File: config.mk
export PLATFORM = sky130hd
export DESIGN_NAME = sdram_arbiter
export DESIGN_NICKNAME = d
export VERILOG_FILES = /design/src/rtl/sdram_arbiter.sv
export SDC_FILE = /design/constraint.sdc
export NUM_CORES = 1
export LEC_CHECK = 0
export CAP_MARGIN = 10
export CORE_MARGIN = 8
export CORE_UTILIZATION = 38
export DETAILED_ROUTE_END_ITERATION = 10
export PLACE_DENSITY = 0.76
export SETUP_SLACK_MARGIN = 0.5
export SLEW_MARGIN = 20
export SYNTH_ARGS = -nofsm -noshare
export SYNTH_HDL_FRONTEND = slang
export SYNTH_SLANG_ARGS = --single-unit
File: constraint.sdc
create_clock -name CLOCK_50 -period 1.9 [get_ports CLOCK_50]
set_clock_uncertainty 0.1 [all_clocks]
set_input_delay 0.285 -clock CLOCK_50 [delete_from_list [all_inputs] [get_ports CLOCK_50]]
set_output_delay 0.285 -clock CLOCK_50 [all_outputs]
set_load 0.03 [all_outputs]
File: src/rtl/sdram_arbiter.sv
// Two-port arbiter in front of an SDRAM controller: port 0 is read-only and normally wins,
// port 1 reads/writes and is guaranteed a grant after STARVE_LIMIT consecutive port-0 wins.
module sdram_arbiter #(
   parameter int STARVE_LIMIT = 4,
   parameter int TIMEOUT      = 255
) (
   input  logic        CLOCK_50,
   input  logic        rst_n,
   input  logic        p0_req,
   input  logic [23:0] p0_addr,
   output logic        p0_ack,
   output logic [31:0] p0_rdata,
   input  logic        p1_req,
   input  logic        p1_we,
   input  logic [23:0] p1_addr,
   input  logic [31:0] p1_wdata,
   output logic        p1_ack,
   output logic [31:0] p1_rdata,
   output logic [23:0] mem_address,
   output logic [31:0] mem_data_in,
   output logic        mem_req_read,
   output logic        mem_req_write,
   input  logic [31:0] mem_data_out,
   input  logic        mem_data_valid,
   input  logic        mem_write_complete,
   output logic        timeout_err,
   output logic        busy
);
   localparam int SW = (STARVE_LIMIT > 7)   ? $clog2(STARVE_LIMIT + 1) : 3;
   localparam int TW = (TIMEOUT > 255)      ? $clog2(TIMEOUT + 1)      : 8;
   localparam logic [SW-1:0] STARVE_MAX = SW'(STARVE_LIMIT);
   localparam logic [TW-1:0] TMO_LAST   = TW'(TIMEOUT - 1);
   localparam logic [31:0]   TMO_DATA   = 32'hDEADBEEF;

   typedef enum logic [1:0] {IDLE, ISSUE, WAIT, DRAIN} state_t;

   state_t      state_q, state_d;
   logic [SW-1:0] starve_q, starve_d;
   logic [TW-1:0] tmo_q, tmo_d;
   logic        port_q, port_d;   // granted port: 0 or 1
   logic        we_q, we_d;
   logic [23:0] addr_q, addr_d;
   logic [31:0] wdata_q, wdata_d;
   logic        p0_ack_q, p0_ack_d, p1_ack_q, p1_ack_d;
   logic [31:0] p0_rdata_q, p0_rdata_d, p1_rdata_q, p1_rdata_d;
   logic        err_q, err_d;
   logic        armed_q;          // blocks a grant on the first edge after reset release
   logic        grant_p1;
   logic        done;

   always_comb begin
      state_d    = state_q;
      starve_d   = starve_q;
      tmo_d      = tmo_q;
      port_d     = port_q;
      we_d       = we_q;
      addr_d     = addr_q;
      wdata_d    = wdata_q;
      p0_ack_d   = 1'b0;
      p1_ack_d   = 1'b0;
      p0_rdata_d = p0_rdata_q;
      p1_rdata_d = p1_rdata_q;
      err_d      = err_q;
      grant_p1   = p1_req && (!p0_req || (starve_q == STARVE_MAX));
      done       = we_q ? mem_write_complete : mem_data_valid;

      unique case (state_q)
         IDLE: begin
            if (armed_q && (p0_req || p1_req)) begin
               state_d = ISSUE;
               port_d  = grant_p1;
               if (grant_p1) begin
                  we_d     = p1_we;
                  addr_d   = p1_addr;
                  wdata_d  = p1_wdata;
                  starve_d = '0;
               end else begin
                  we_d    = 1'b0;
                  addr_d  = p0_addr;
                  wdata_d = '0;
                  if (!p1_req)
                     starve_d = '0;
                  else if (starve_q != STARVE_MAX)
                     starve_d = starve_q + 1'b1;
               end
            end
         end
         ISSUE: begin
            state_d = WAIT;
            tmo_d   = '0;
         end
         WAIT: begin
            tmo_d = tmo_q + 1'b1;
            // A real completion beats a timeout landing on the same cycle.
            if (done) begin
               state_d = DRAIN;
               if (port_q) begin
                  p1_ack_d = 1'b1;
                  if (!we_q)
                     p1_rdata_d = mem_data_out;
               end else begin
                  p0_ack_d   = 1'b1;
                  p0_rdata_d = mem_data_out;
               end
            end else if (tmo_q == TMO_LAST) begin
               state_d = DRAIN;
               err_d   = 1'b1;
               if (port_q) begin
                  p1_ack_d   = 1'b1;
                  p1_rdata_d = TMO_DATA;
               end else begin
                  p0_ack_d   = 1'b1;
                  p0_rdata_d = TMO_DATA;
               end
            end
         end
         DRAIN: begin
            if (!mem_data_valid && !mem_write_complete)
               state_d = IDLE;
         end
         default: state_d = IDLE;
      endcase
   end

   always_ff @(posedge CLOCK_50 or negedge rst_n) begin
      if (!rst_n) begin
         state_q    <= IDLE;
         starve_q   <= '0;
         tmo_q      <= '0;
         port_q     <= 1'b0;
         we_q       <= 1'b0;
         addr_q     <= '0;
         wdata_q    <= '0;
         p0_ack_q   <= 1'b0;
         p1_ack_q   <= 1'b0;
         p0_rdata_q <= '0;
         p1_rdata_q <= '0;
         err_q      <= 1'b0;
         armed_q    <= 1'b0;
      end else begin
         state_q    <= state_d;
         starve_q   <= starve_d;
         tmo_q      <= tmo_d;
         port_q     <= port_d;
         we_q       <= we_d;
         addr_q     <= addr_d;
         wdata_q    <= wdata_d;
         p0_ack_q   <= p0_ack_d;
         p1_ack_q   <= p1_ack_d;
         p0_rdata_q <= p0_rdata_d;
         p1_rdata_q <= p1_rdata_d;
         err_q      <= err_d;
         armed_q    <= 1'b1;
      end
   end

   assign p0_ack        = p0_ack_q;
   assign p1_ack        = p1_ack_q;
   assign p0_rdata      = p0_rdata_q;
   assign p1_rdata      = p1_rdata_q;
   assign mem_address   = addr_q;
   assign mem_data_in   = wdata_q;
   assign mem_req_read  = (state_q == ISSUE) && !we_q;
   assign mem_req_write = (state_q == ISSUE) && we_q;
   assign timeout_err   = err_q;
   assign busy          = (state_q != IDLE);

endmodule

==> results of run 1 <==
-- area by class of cell --
class	instances	area share [%]
antenna	1	0.0252
clock buffer	21	4.53
clock inverter	11	1.46
inverter	16	0.717
multi-input combinational	261	22.9
sequential	139	35.0
tap	184	2.31
timing repair buffer	348	33.1
-- sequential cells by signal, summed over array words and instances, names as in the netlist --
register / count
mem_data_in: 32
p0_rdata: 32
p1_rdata: 32
mem_address: 24
tmo_q: 8
starve_q: 3
state_q: 2
armed_q: 1
p0_ack: 1
p1_ack: 1
port_q: 1
timeout_err: 1
we_q: 1
-- worst max path at each step --
stage                            start                          end
5_1_grt        starve_q[0]$_DFFE_PN0P_   mem_address[8]$_DFFE_PN0P_
3_5_place_dp                    p1_req   mem_address[8]$_DFFE_PN0P_
4_1_cts         state_q[1]$_DFFE_PN0P_                 mem_req_read
3_3_place_gp                    p1_req  mem_address[18]$_DFFE_PN0P_
6_report       starve_q[0]$_DFFE_PN0P_   mem_address[8]$_DFFE_PN0P_
2_1_floorplan   state_q[0]$_DFFE_PN0P_       state_q[1]$_DFFE_PN0P_
-- power by group --
group          internal [uW]  switching (uW)  total, uW
combinational           4360            5270       9630
clock                   2090            1280       3370
sequential              4260             877       5140
total                  10700            7420      18100
-- placed cells by master (no fill, tap or decap), types with 9 or more instances in the layout --
master,Yosys,routed
buf_4,5,124
inv_1,16,9
nand3_1,12,11
clkdlybuf4s50_1,0,117
o21ai_1,1,30
o22a_1,48,48
dfrtp_1,139,137
buf_2,8,35
a22o_1,43,43
mux2i_1,25,14
nand2_1,31,29
clkbuf_16,0,18
buf_12,0,15
buf_6,9,48
-- Yosys cell counts, types with 2 or more instances --
master,count
nand4_1,2
clkbuf_1,6
o21ai_0,42
nor2_1,6
inv_1,16
dfrtp_1,139
a22o_1,43
buf_2,8
o22a_1,48
nor2b_1,4
o21a_4,2
mux2i_1,25
or3_1,2
buf_6,9
buf_4,5
nor2_4,2
ha_1,8
nand3_1,12
nand2_1,31
a21oi_1,3
a21o_1,3
-- kinds of logic (layout without fill, tap and decap cells) --
family	count (synthesis)	after routing
and+or+nand+nor	69	72
other	1	2
muxes	28	28
DFF	139	139
adders and majority gates	8	8
AOI/OAI and AO/OA	146	151
buffers and inverters	44	396
xor gates and xnor gates	1	1
-- repair_timing --
item	in CTS	in global routing
gates resized for setup	662	254
gates cloned	8	5
setup buffers	23	49
endpoints found under the hold margin	44	0
endpoints found under the setup margin	262	226
pin swaps	26	15
hold buffers	1	0
-- critical path, cell delays in order (launching register included) --
cell,delay [ns]
dfrtp_1,0.38
inv_2,0.07
ha_4,0.16
a21boi_2,0.16
nand2b_4,0.19
buf_6,0.14
buf_16,0.13
mux2i_1,0.25
o21ai_1,0.10
-- per-stage QoR --
step	utilization (%)	hold WS (ns)	worst slack [ns]	instance area, sq um
after detailed placement	58.4	0.167	-0.131	8460
after floorplan	-	-0.111	0.166	5730
after global placement	58.4	0.167	-0.0208	8460
after global routing	68.7	0.303	0.0410	9950
final	68.7	0.284	0.101	9950
after CTS	62.2	0.288	0.119	9000
-- layer usage --
metal  global-route usage [%]  wire length [microns]  vias to the layer above
li1                         -                      -                     2298
met1                     21.3                   7750                     2612
met2                     34.8                  11300                      210
met3                     8.28                   1800                       27
met4                     8.15                    346                        0
met5                        0                      0                        -
==> impl_metrics.env, run 1 <==
export IMPL_hpwl_mm=13.2
export IMPL_hold_viol_final=0
export IMPL_root_buffer="clkbuf_16"
export IMPL_finalMaxSlewViolations=0
export IMPL_drv_cap=0
export IMPL_fin_crit_ns=1.80
export IMPL_fin_total_pwr_uw=18100
export IMPL_stdcell_count=981
export IMPL_cts_max_level=4
export IMPL_wl_per_cell_microns=21.6
export IMPL_rows=44
export IMPL_area_growth_syn_to_layout_pct=76.8
export IMPL_max_freq_mhz=556
export IMPL_timing_rr_start="starve_q[0]$_DFFE_PN0P_"
export IMPL_wirelength_mm=21.2
export IMPL_reg2reg_depth=8
export IMPL_syn_nets=563
export IMPL_synth_xor_area_share_pct=0.156
export IMPL_start_util_pct=38.9
export IMPL_grt_pass1_vias=5254
export IMPL_layout_drive_gt1_share_pct=40.7
export IMPL_synth_top_family_by_area="compound AO/OA/AOI/OAI gates"
export IMPL_synth_simple_area_share_pct=6.34
export IMPL_grt_setup_unrepaired="true"
export IMPL_end_kind="flop"
export IMPL_via_per_inst=5.25
export IMPL_yosys_top_cells_area="dfrtp_1 (62%), o22a_1 (7.5%), a22o_1 (6.7%), mux2i_1 (4.4%), o21ai_0 (3.7%)"
export IMPL_core_sq_um=14500
export IMPL_dp_cells=862
export IMPL_drc_errors=0
export IMPL_regArea_sq_um=3480
export IMPL_worstSkewPairLatency_ns=0.42
export IMPL_drt_pass1_iter_count=5
export IMPL_yosys_register_bits=139
export IMPL_cts_tree="done"
export IMPL_fin_tns_setup_ns=0
export IMPL_avgSynthCellArea_sq_um=12.9
export IMPL_ys_warnings_count=0
export IMPL_synth_fa_ha_area_share_pct=1.78
export IMPL_port_buffer_count=244
export IMPL_seq_area_frac_synth_pct=61.8
export IMPL_die_w_microns=138
export IMPL_first_iter_violations=275
export IMPL_synth_edff_count=0
export IMPL_pin_count=245
export IMPL_antenna_found_initial=1
export IMPL_status="finished clean"
export IMPL_layout_nets=910
export IMPL_power_leakage_uw=0.00465
export IMPL_place_gp_congestion=0.729
export IMPL_n_fill_cell=1022
export IMPL_dieArea_sq_um=19000
export IMPL_r2r_slack_ns=0.10
export IMPL_powerDensity_nw_per_um2=1820
export IMPL_cts_path_max_buffers=2
export IMPL_multi_input_area_sq_um=2270
export IMPL_cts_buffers=17
export IMPL_synth_mux_area_share_pct=5.11
export IMPL_synthFlopType="dfrtp_1"
export IMPL_ys_async_sr_fraction_pct=100
export IMPL_synth_top_area_cell="dfrtp_1"
export IMPL_worstSetupStartpointType="flop"
export IMPL_critPathKind="reg -> reg"
export IMPL_grt_max_degree=51
export IMPL_maxSlewHeadroom_pct=65.7
export IMPL_ant_nets=0
export IMPL_fin_crit_sh_pct=94.7
export IMPL_die_height_microns=138
export IMPL_synthCells=436
export IMPL_rr_endpoint="mem_address[8]$_DFFE_PN0P_"
export IMPL_vias=5147
export IMPL_holdCritPathClass="in -> async"
export IMPL_grt_pass1_wl_mm=28.9
export IMPL_path_clk_slew_ns=0.06
export IMPL_finalSetupViolCount=0
export IMPL_cp_data_arrival_time_ns=2.01
export IMPL_synth_cell_type_count=41
export IMPL_track_usage_pct=20.1
export IMPL_cp_data_required_time_ns=2.11
export IMPL_synth_area_sq_um=5630
export IMPL_synth_compound_area_share_pct=20.1
export IMPL_synth_top_area_share_pct=61.8
export IMPL_ir_drop_v=0.00106
export IMPL_numClockSinks=139
export IMPL_crit_fanout=6
export IMPL_overflow=0
export IMPL_worst_pin_slew_ns=0.514
Note: power is estimated with default switching activity, not from simulation.
==> inputs of run 2 (changes only) <==
--- a/config.mk
+++ b/config.mk
@@ -7,9 +7,9 @@
 export LEC_CHECK = 0
 export CAP_MARGIN = 10
 export CORE_MARGIN = 8
-export CORE_UTILIZATION = 38
+export CORE_UTILIZATION = 46
 export DETAILED_ROUTE_END_ITERATION = 10
-export PLACE_DENSITY = 0.76
+export PLACE_DENSITY = 0.86
 export SETUP_SLACK_MARGIN = 0.5
 export SLEW_MARGIN = 20
 export SYNTH_ARGS = -nofsm -noshare
==> constraint.sdc (replaced) <==
create_clock -name CLOCK_50 -period 2.3 [get_ports CLOCK_50]
set_clock_uncertainty 0.1 [all_clocks]
set_input_delay 0.345 -clock CLOCK_50 [delete_from_list [all_inputs] [get_ports CLOCK_50]]
set_output_delay 0.345 -clock CLOCK_50 [all_outputs]
set_load 0.03 [all_outputs]
==> run 2 against run 1 <==
Register-to-register slack better by 0.34 ns. Global-route usage rose by 4.6 points. Die area fell by 15%. Routed wire length increased by 1.4%. Non-clock buffer count is 51 lower. Clock-buffer cell count shrank 2. Flip-flop and latch count unchanged. First-iteration DRC count is 31% higher. Cell count is 9.1% lower. Combinational power down 27%. Largest cell class unchanged.
==> impl_metrics.env, run 2 (synthesized netlist as in run 1, its figures left out) <==
export IMPL_worstSetupStartpointType="flop"
export IMPL_power_leakage_uw=0.00452
export IMPL_drv_cap=0
export IMPL_max_stage_delay_ns=0.44
export IMPL_cts_tree="done"
export IMPL_crit_fanout=3
export IMPL_vias=5099
export IMPL_core_sq_um=12000
export IMPL_fin_tns_setup_ns=0
export IMPL_cts_max_level=4
export IMPL_finalMaxSlewViolations=0
export IMPL_ir_drop_v=0.000965
export IMPL_place_area_sq_um=8160
export IMPL_drc_errors=0
export IMPL_cts_buffers=17
export IMPL_area_growth_syn_to_layout_pct=68.1
export IMPL_r2r_slack_ns=0.44
export IMPL_layout_nets=858
export IMPL_mostFrequentLayoutCell="dfrtp_1"
export IMPL_met2_usage_pct=43.9
export IMPL_cp_cell_sequence="inv_2, ha_2, and2_1, buf_6"
export IMPL_place_gp_congestion=0.803
export IMPL_cts_path_max_buffers=2
export IMPL_hold_viol_final=0
export IMPL_post_route_util_pct=79.1
export IMPL_timing_rr_start="state_q[0]$_DFFE_PN0P_"
export IMPL_slowest_stage="dfrtp_2"
export IMPL_cp_data_arrival_time_ns=1.44
export IMPL_status="finished clean"
export IMPL_drt_pass1_iter_count=5
export IMPL_ant_nets=0
export IMPL_overflow=0
export IMPL_layout_drive_gt1_share_pct=17.8
export IMPL_use_met3_pct=7.92
export IMPL_fin_crit_ns=1.88
export IMPL_root_buffer="clkbuf_16"
export IMPL_track_usage_pct=24.8
export IMPL_finalSetupViolCount=0
export IMPL_die_height_microns=127
export IMPL_die_w_microns=127
export IMPL_pin_count=245
export IMPL_antenna_found_initial=2
export IMPL_globalRouteMet1Util_pct=26.2
export IMPL_max_freq_mhz=531
export IMPL_rr_endpoint="mem_data_in[16]$_DFFE_PN0P_"
export IMPL_wirelength_mm=21.5
export IMPL_first_iter_violations=361
export IMPL_holdCritPathClass="in -> async"
export IMPL_grt_pass1_vias=5413
export IMPL_final_cell_mix="dfrtp_1 (137), dlygate4sd2_1 (123), clkdlybuf4s50_1 (117)"
export IMPL_cp_data_required_time_ns=1.86
export IMPL_numClockSinks=139
export IMPL_dieArea_sq_um=16000
export IMPL_fin_total_pwr_uw=14000
export IMPL_fin_crit_sh_pct=81.8
export IMPL_top_usage_layer="met2"
export IMPL_wl_per_cell_microns=24.1
export IMPL_start_util_pct=47.0
export IMPL_end_kind="primary output"
export IMPL_via_per_inst=5.72
export IMPL_hpwl_mm=13.1
export IMPL_rows=40
export IMPL_port_buffer_count=244
export IMPL_fin_area_sq_um=9460
export IMPL_grt_max_degree=49
export IMPL_reg2reg_depth=9
export IMPL_worstSkewPairLatency_ns=0.42
export IMPL_critPathKind="reg -> out"
export IMPL_grt_pass1_wl_mm=30.5
export IMPL_path_clk_slew_ns=0.06
export IMPL_powerDensity_nw_per_um2=1480
export IMPL_grt_setup_unrepaired="true"
-- run 2: changes by cell type in the layout (fill, tap and decap cells not counted), moves of 12 or more --
cell	delta
o21ai_1	-12
buf_4	-97
o21ai_0	+13
buf_6	-37
dlygate4sd2_1	+123
buf_2	-35
-- run 2: area by class of cell --
class                           instances  area [sq um]
Clock buffer                           19           453
Sequential cell                       139          3480
Multi-Input combinational cell        260          2140
Tap cell                              147           184
Timing Repair Buffer                  297          2980
Inverter                               16          66.3
Fill cell                             718          2500
Antenna cell                            2          5.00
Clock inverter                         12           148
-- run 2: where the power goes --
part           internal, uW  switching (uW)  leakage, uW
Sequential             3520             678      0.00172
Combinational          2860            4180      0.00250
Clock                  1750            1050     0.000294
Total                  8130            5910      0.00452
-- run 2: repair_timing --
action / CTS / global route
setup buffers: 15 / 20
pin swaps: 6 / 49
hold endpoints to repair: 42 / 0
setup endpoints to repair: 252 / 128
cloned: 9 / 6
hold buffers: 1 / 0
resized for setup: 158 / 70
-- run 2: metal layers --
metal	wire length, microns	part of all wire (%)
met1	7650	36
met2	11300	53
met3	1750	8.2
met4	760	3.5
met5	0	0
-- run 2: worst max path at each step --
stage / start / endpoint / slack, ns
after floorplan: state_q[0]$_DFFE_PN0P_ / state_q[1]$_DFFE_PN0P_ / 0.51
after global placement: p1_req / mem_data_in[16]$_DFFE_PN0P_ / 0.03
after detailed placement: p1_req / mem_data_in[16]$_DFFE_PN0P_ / -0.04
after CTS: state_q[1]$_DFFE_PN0P_ / mem_req_read / 0.37
after global routing: state_q[0]$_DFFE_PN0P_ / mem_data_in[2]$_DFFE_PN0P_ / 0.35
final: state_q[1]$_DFFE_PN0P_ / mem_req_write / 0.42
-- run 2: critical path, delay by kind of cell (launching register included) --
kind,cells,cell delay (ns)
and+or+nand+nor,1,0.14
buffers and inverters,2,0.23
adders and majority gates,1,0.20
DFF,1,0.44
-- run 2: through the flow --
step	hold WS [ns]	cells	setup WS, ns
6_report	0.357	892	0.418
5_1_grt	0.377	892	0.353
4_1_cts	0.317	864	0.368
3_5_place_dp	0.196	808	-0.0425
3_3_place_gp	0.190	808	0.0265
2_1_floorplan	-0.0506	436	0.511
